[src/rtl/axi_bus_arbiter_if.sv]
// AXI-Lite bus bundle between the arbiter (master) and the downstream slave.
//
// Signals:
//   awaddr/awvalid/awready  write address channel
//   wdata/wstrb/wvalid/wready  write data channel
//   bresp/bvalid/bready     write response channel
//   araddr/arvalid/arready  read address channel
//   rdata/rresp/rvalid/rready  read data channel
//
// Modports:
//   master  drives the address/data/valid signals and the response readies
//   slave   drives the readies for address/data and the response valids
interface axi_bus_arbiter_if #(
  parameter int ADDR_W = 32
);

  logic [ADDR_W-1:0] awaddr;
  logic              awvalid;
  logic              awready;
  logic [31:0]       wdata;
  logic [3:0]        wstrb;
  logic              wvalid;
  logic              wready;
  logic [1:0]        bresp;
  logic              bvalid;
  logic              bready;
  logic [ADDR_W-1:0] araddr;
  logic              arvalid;
  logic              arready;
  logic [31:0]       rdata;
  logic [1:0]        rresp;
  logic              rvalid;
  logic              rready;

  modport master (
    output awaddr, awvalid, wdata, wstrb, wvalid, bready, araddr, arvalid, rready,
    input  awready, wready, bresp, bvalid, arready, rdata, rresp, rvalid
  );

  modport slave (
    input  awaddr, awvalid, wdata, wstrb, wvalid, bready, araddr, arvalid, rready,
    output awready, wready, bresp, bvalid, arready, rdata, rresp, rvalid
  );

endinterface

[src/rtl/axi_bus_arbiter.sv]
// Two-requester round-robin arbiter in front of a single AXI-Lite master port.
// Requester 0 is the i8088 bus bridge, requester 1 the debug/loader port.
// One transaction is in flight at a time; the granted requester receives a
// single-cycle done_o pulse together with the response (and read data).
//
// Ports:
//   AXI_CLK   clock, all logic on the rising edge
//   RESETN    asynchronous active-low reset
//   req_i     per-requester level request
//   we_i      per-requester direction, 1 = write
//   addr_i    per-requester address, requester n at [n*ADDR_W +: ADDR_W]
//   wdata_i   per-requester write data, requester n at [n*32 +: 32]
//   wstrb_i   per-requester byte strobes, requester n at [n*4 +: 4]
//   done_o    one-cycle completion pulse, one bit per requester
//   rdata_o   read data of the last read, held across writes
//   resp_o    AXI response of the last transaction
//   AXI       AXI-Lite master port (axi_bus_arbiter_if.master)
module axi_bus_arbiter #(
  parameter int ADDR_W = 32
) (
  input  logic                  AXI_CLK,
  input  logic                  RESETN,
  input  logic [1:0]            req_i,
  input  logic [1:0]            we_i,
  input  logic [2*ADDR_W-1:0]   addr_i,
  input  logic [63:0]           wdata_i,
  input  logic [7:0]            wstrb_i,
  output logic [1:0]            done_o,
  output logic [31:0]           rdata_o,
  output logic [1:0]            resp_o,
  axi_bus_arbiter_if.master     AXI
);

  typedef enum logic [2:0] {
    IDLE,
    WADDR,
    WRESP,
    RADDR,
    RDATA,
    DONE
  } state_t;

  state_t            state;
  logic              grant_idx;
  logic              last_grant;
  logic [ADDR_W-1:0] cmd_addr;
  logic [31:0]       cmd_wdata;
  logic [3:0]        cmd_wstrb;
  logic              awvalid_q;
  logic              wvalid_q;
  logic              bready_q;
  logic              arvalid_q;
  logic              rready_q;

  logic              pick;
  logic              aw_left;
  logic              w_left;
  logic [1:0]        grant_onehot;

  // On a tie the requester that was not granted last wins; otherwise the
  // single active requester is taken.
  assign pick = (req_i == 2'b11) ? ~last_grant : req_i[1];

  // A channel is still outstanding if its valid is up and this cycle is not
  // its handshake; the write phase ends once neither channel is outstanding.
  assign aw_left = awvalid_q & ~AXI.awready;
  assign w_left  = wvalid_q & ~AXI.wready;

  assign grant_onehot = grant_idx ? 2'b10 : 2'b01;

  // The command registers feed both address channels directly, so they stay
  // stable for the whole transaction.
  assign AXI.awaddr  = cmd_addr;
  assign AXI.araddr  = cmd_addr;
  assign AXI.wdata   = cmd_wdata;
  assign AXI.wstrb   = cmd_wstrb;
  assign AXI.awvalid = awvalid_q;
  assign AXI.wvalid  = wvalid_q;
  assign AXI.bready  = bready_q;
  assign AXI.arvalid = arvalid_q;
  assign AXI.rready  = rready_q;

  always_ff @(posedge AXI_CLK or negedge RESETN) begin
    if (!RESETN) begin
      state      <= IDLE;
      grant_idx  <= 1'b0;
      // Marking requester 1 as last granted gives requester 0 the first tie.
      last_grant <= 1'b1;
      cmd_addr   <= '0;
      cmd_wdata  <= '0;
      cmd_wstrb  <= '0;
      awvalid_q  <= 1'b0;
      wvalid_q   <= 1'b0;
      bready_q   <= 1'b0;
      arvalid_q  <= 1'b0;
      rready_q   <= 1'b0;
      done_o     <= 2'b00;
      rdata_o    <= '0;
      resp_o     <= 2'b00;
    end else begin
      case (state)
        IDLE: begin
          if (|req_i) begin
            grant_idx  <= pick;
            last_grant <= pick;
            cmd_addr   <= pick ? addr_i[2*ADDR_W-1 -: ADDR_W] : addr_i[ADDR_W-1:0];
            cmd_wdata  <= pick ? wdata_i[63:32] : wdata_i[31:0];
            cmd_wstrb  <= pick ? wstrb_i[7:4] : wstrb_i[3:0];
            if (we_i[pick]) begin
              awvalid_q <= 1'b1;
              wvalid_q  <= 1'b1;
              state     <= WADDR;
            end else begin
              arvalid_q <= 1'b1;
              state     <= RADDR;
            end
          end
        end

        WADDR: begin
          if (AXI.awready) awvalid_q <= 1'b0;
          if (AXI.wready)  wvalid_q  <= 1'b0;
          if (!aw_left && !w_left) begin
            bready_q <= 1'b1;
            state    <= WRESP;
          end
        end

        WRESP: begin
          if (AXI.bvalid) begin
            resp_o   <= AXI.bresp;
            bready_q <= 1'b0;
            done_o   <= grant_onehot;
            state    <= DONE;
          end
        end

        RADDR: begin
          if (AXI.arready) begin
            arvalid_q <= 1'b0;
            rready_q  <= 1'b1;
            state     <= RDATA;
          end
        end

        RDATA: begin
          if (AXI.rvalid) begin
            rdata_o  <= AXI.rdata;
            resp_o   <= AXI.rresp;
            rready_q <= 1'b0;
            done_o   <= grant_onehot;
            state    <= DONE;
          end
        end

        DONE: begin
          done_o <= 2'b00;
          state  <= IDLE;
        end

        default: begin
          state <= IDLE;
        end
      endcase
    end
  end

endmodule

[src/flat_wrapper.sv]
// flat-port wrapper written by rule: the top's interface ports become plain ports
module axi_bus_arbiter_flat 
#(
  parameter int ADDR_W = 32
)
  (AXI_CLK, RESETN, req_i, we_i, addr_i, wdata_i, wstrb_i, done_o, rdata_o, resp_o, AXI_awaddr, AXI_awvalid, AXI_wdata, AXI_wstrb, AXI_wvalid, AXI_bready, AXI_araddr, AXI_arvalid, AXI_rready, AXI_awready, AXI_wready, AXI_bresp, AXI_bvalid, AXI_arready, AXI_rdata, AXI_rresp, AXI_rvalid);
  axi_bus_arbiter_if #(.ADDR_W(ADDR_W)) AXI_i ();
  input  logic AXI_CLK;
  input  logic RESETN;
  input  logic [1:0] req_i;
  input  logic [1:0] we_i;
  input  logic [2*ADDR_W-1:0] addr_i;
  input  logic [63:0] wdata_i;
  input  logic [7:0] wstrb_i;
  output logic [1:0] done_o;
  output logic [31:0] rdata_o;
  output logic [1:0] resp_o;
  output wire logic [$bits(AXI_i.awaddr)-1:0] AXI_awaddr;
  output wire logic [$bits(AXI_i.awvalid)-1:0] AXI_awvalid;
  output wire logic [$bits(AXI_i.wdata)-1:0] AXI_wdata;
  output wire logic [$bits(AXI_i.wstrb)-1:0] AXI_wstrb;
  output wire logic [$bits(AXI_i.wvalid)-1:0] AXI_wvalid;
  output wire logic [$bits(AXI_i.bready)-1:0] AXI_bready;
  output wire logic [$bits(AXI_i.araddr)-1:0] AXI_araddr;
  output wire logic [$bits(AXI_i.arvalid)-1:0] AXI_arvalid;
  output wire logic [$bits(AXI_i.rready)-1:0] AXI_rready;
  input wire logic [$bits(AXI_i.awready)-1:0] AXI_awready;
  input wire logic [$bits(AXI_i.wready)-1:0] AXI_wready;
  input wire logic [$bits(AXI_i.bresp)-1:0] AXI_bresp;
  input wire logic [$bits(AXI_i.bvalid)-1:0] AXI_bvalid;
  input wire logic [$bits(AXI_i.arready)-1:0] AXI_arready;
  input wire logic [$bits(AXI_i.rdata)-1:0] AXI_rdata;
  input wire logic [$bits(AXI_i.rresp)-1:0] AXI_rresp;
  input wire logic [$bits(AXI_i.rvalid)-1:0] AXI_rvalid;
  assign AXI_awaddr = AXI_i.awaddr;
  assign AXI_awvalid = AXI_i.awvalid;
  assign AXI_wdata = AXI_i.wdata;
  assign AXI_wstrb = AXI_i.wstrb;
  assign AXI_wvalid = AXI_i.wvalid;
  assign AXI_bready = AXI_i.bready;
  assign AXI_araddr = AXI_i.araddr;
  assign AXI_arvalid = AXI_i.arvalid;
  assign AXI_rready = AXI_i.rready;
  assign AXI_i.awready = AXI_awready;
  assign AXI_i.wready = AXI_wready;
  assign AXI_i.bresp = AXI_bresp;
  assign AXI_i.bvalid = AXI_bvalid;
  assign AXI_i.arready = AXI_arready;
  assign AXI_i.rdata = AXI_rdata;
  assign AXI_i.rresp = AXI_rresp;
  assign AXI_i.rvalid = AXI_rvalid;
  axi_bus_arbiter #(.ADDR_W(ADDR_W)) u_core (.AXI_CLK(AXI_CLK), .RESETN(RESETN), .req_i(req_i), .we_i(we_i), .addr_i(addr_i), .wdata_i(wdata_i), .wstrb_i(wstrb_i), .done_o(done_o), .rdata_o(rdata_o), .resp_o(resp_o), .AXI(AXI_i));
endmodule
[config.mk]
export PLATFORM = sky130hd
export DESIGN_NAME = axi_bus_arbiter_flat
export DESIGN_NICKNAME = d
export VERILOG_FILES = /design/src/rtl/axi_bus_arbiter_if.sv /design/src/rtl/axi_bus_arbiter.sv /design/src/flat_wrapper.sv
export SDC_FILE = /design/constraint.sdc
export NUM_CORES = 1
export LEC_CHECK = 0
export BUFFER_PORTS_ARGS = -buffer_cell sky130_fd_sc_hd__buf_2
export CORE_AREA = 2 2 125 127
export CTS_CLUSTER_SIZE = 14
export DETAILED_ROUTE_END_ITERATION = 8
export DIE_AREA = 0 0 127 129
export PLACE_DENSITY = 0.68
export SYNTH_ARGS = -nofsm -noshare
export SYNTH_HDL_FRONTEND = slang
export SYNTH_SLANG_ARGS = --single-unit
[constraint.sdc]
create_clock -name AXI_CLK -period 1.9 [get_ports AXI_CLK]
set_input_delay 0.19 -clock AXI_CLK [delete_from_list [all_inputs] [get_ports AXI_CLK]]
set_output_delay 0.19 -clock AXI_CLK [all_outputs]
set_load 0.005 [all_outputs]
==> flow_summary.toml <==
[status]
status = "completed"

[layout]
nFillCells = 1347
layout.nets = 988
seqCellArea_sq_mm = 0.00285
drive_gt1_share_pct = 46.7
synthToLayoutAreaGrowth_pct = 47.4
final_util_pct = 53.1
multiInputGateArea_sq_mm = 0.00210

[worst_hold_path]
hp-class = "in2reg"
hold_depth = 2

[yosys]
syn_inst = 481
synth_top_area_cell = "dfrtp_1"
yosysMostFrequentCell = "dfrtp_1"
ys_async_sr_fraction_pct = 100
synth-seq-cells = 114
yosys_warnings = 0
synth_commonest_cells = "113 x dfrtp_1, 73 x nand2_1, 71 x mux2i_1, 50 x o21ai_0, 37 x buf_4"
synthXorXnorAreaFrac_pct = 0
ys_types = 44
synth_compound_area_share_pct = 10.2
synth_top_family_by_area = "multiplexers"
yosys-top-cells-area = "dfrtp_1 52%, mux2i_1 13%, mux2_1 6.1%"
synth_edf_count = 0
syn_avg_cell_area_sq_um = 11.2
synth_fa_ha_area_share_pct = 0
synth_area_sq_mm = 0.00540
synth_ff_type = "dfrtp_1"
synth_simple_gate_area_share_pct = 8.23
synth.yosys.seq_area_share_pct = 52.9
synth_mux_area_share_pct = 20.1
synth_nets = 664
synth_top_area_share_pct = 52.4

[setup_path]
reg2reg_depth = 5
cp-start-kind = "register"
endpoint_kind = "register"
critical_path_class = "reg2reg"
crit_required_ps = 2180
crit_arrival_ps = 1960
cp_max_fo = 33

[floorplan]
start_util_pct = 36.0
fp.dieH_microns = 129
io_pins = 324
dieArea_sq_mm = 0.0164
placementRows = 45
core-area_sq_mm = 0.0150
die_w_microns = 127

[clocking]
worstSkewPairLatency_ps = 400
clockBufferDepth = 2
numCtsBuffers = 17
path_clk_slew_ps = 50
cts_sinks = 114
cts_root_buf = "clkbuf_16"
htreeDepth = 4
cts_tree = "built"

[timing]
relSlewSlack_pct = 69.7
period_needed_ps = 1680
rsz0062_at_grt = "false"
tightest_slew_ps = 455
finalSetupTns_ps = 0
clock_skew_ps = 6.62
max_freq_ghz = 0.596
finalCritPeriodShare_pct = 88.2
slew_violations = 0
whs_ps = 25.1
setup_violations = 0
finalHoldViolCount = 0

[grt]
grt_pass1_vias = 4423
antenna_found_initial = 2
grt_usage_pct = 17.7
grt_max_degree = 104
grt.met1_usage_pct = 21.1
grtUsageMet2_pct = 29.9
grt-ovfl-total = 0
grt_pass1_wl_microns = 22500
grt_use_met3_pct = 5.03
busiest_layer = "met2"

[power_and_ir_drop]
power_density_mw_per_mm2 = 1510
ir_drop_mv = 0.539
total_leakage_power_uw = 0.00416

[route]
drt-vias-per-instance = 4.58
routedWlPerCell_microns = 14.6
drtPass1Iterations = 6
num_vias = 4618
drt_wl_total_microns = 14700
drt_iter0_drc = 194
drtAntennaViolNets = 0
route.detailed.drc = 0

[placed_design]
portBuffers = 323
dp_hpwl_microns = 10600
gp_congestion = 0.804

[flow_run]
drv_cap = 0
==> cells by family (layout without fill, tap and decap cells) <==
kind of cell,Yosys count,in the layout
AO/OA/AOI/OAI,96,96
buffers and inverters,69,406
flip-flops,114,114
multiplexers,104,104
other,0,2
AND/OR/NAND/NOR,98,98
==> path summary, 6_finish.rpt <==
kind | startpoint | to | slack (ps)
max in group asynchronous | RESETN | u_core.last_grant | 1250
max | u_core.state[2] | u_core.rdata_o[15] | 220
min reg2reg | u_core.AXI.wdata[11] | u_core.AXI.wdata[11] | 470
max reg2reg | u_core.state[2] | u_core.rdata_o[15] | 220
min in group asynchronous | RESETN | u_core.AXI.wdata[24] | 310
min | AXI_rdata[1] | u_core.rdata_o[1] | 30
==> repair_timing <==
item / CTS / global route
gates resized for setup: 0 / 0
buffers inserted: 0 / 0
hold buffers: 32 / 1
endpoints found under the hold margin: 144 / 1
==> critical path, cell delays in order, from the launching register on <==
cell	delay, ps
dfrtp_1	480
inv_2	110
nor3_4	190
and2_1	190
buf_12	220
mux2_1	350
==> sequential cells by signal, summed over array words and instances (netlist names) <==
register / cells
u_core.AXI.araddr: 32
u_core.AXI.arvalid: 1
u_core.AXI.awvalid: 1
u_core.AXI.bready: 1
u_core.AXI.rready: 1
u_core.AXI.wdata: 32
u_core.AXI.wstrb: 4
u_core.AXI.wvalid: 1
u_core.done_o: 2
u_core.grant_idx: 1
u_core.last_grant: 1
u_core.rdata_o: 32
u_core.resp_o: 2
u_core.state: 3
==> through the flow <==
stage | total power [uW] | instance area, sq um | instances | setup WS [ps]
after detailed placement | 8810 | 7000 | 941 | 237
after floorplan | 7020 | 5400 | 481 | 324
after global routing | 13000 | 7950 | 1007 | 105
after CTS | 12200 | 7940 | 1005 | 230
final | 12000 | 7950 | 1008 | 223
after global placement | 8690 | 7000 | 941 | 255
==> power by group <==
group / internal, uW / switching (uW)
clock network: 2160 / 1120
registers: 3620 / 787
logic: 2210 / 2150
==> layer usage <==
metal,share of wire [%],routed length (microns)
met1,41,5980
met2,50,7360
met3,7.4,1090
met4,1.8,264
met5,0,0
==> area by class of cell <==
type | count | area share, %
well taps | 188 | 2.96
repair buffers | 369 | 26.7
diodes | 2 | 0.0629
clock inverters | 12 | 1.97
flip-flops and latches | 114 | 35.9
clock buffers | 20 | 5.87
multi-input cells | 298 | 26.3
inverters | 5 | 0.236
==> cells in the final DEF (no fill, tap or decap), types with 3 or more instances in the layout <==
| cell type | synthesis | layout |
|---|---|---|
| a211oi_1 | 3 | 3 |
| a21oi_1 | 8 | 8 |
| buf_12 | 0 | 6 |
| buf_2 | 6 | 322 |
| buf_4 | 37 | 8 |
| bufinv_16 | 0 | 3 |
| clkbuf_16 | 0 | 17 |
| clkbuf_8 | 0 | 3 |
| clkinv_4 | 0 | 3 |
| clkinvlp_4 | 0 | 4 |
| dfrtp_1 | 113 | 113 |
| dlygate4sd3_1 | 0 | 33 |
| inv_1 | 4 | 4 |
| mux2_1 | 29 | 29 |
| mux2_2 | 4 | 4 |
| mux2i_1 | 71 | 71 |
| nand2_1 | 73 | 73 |
| nand3b_1 | 3 | 3 |
| nor2_1 | 6 | 6 |
| o21ai_0 | 50 | 50 |
| o21ai_1 | 20 | 20 |
Note: power is estimated with default switching activity, not from simulation.
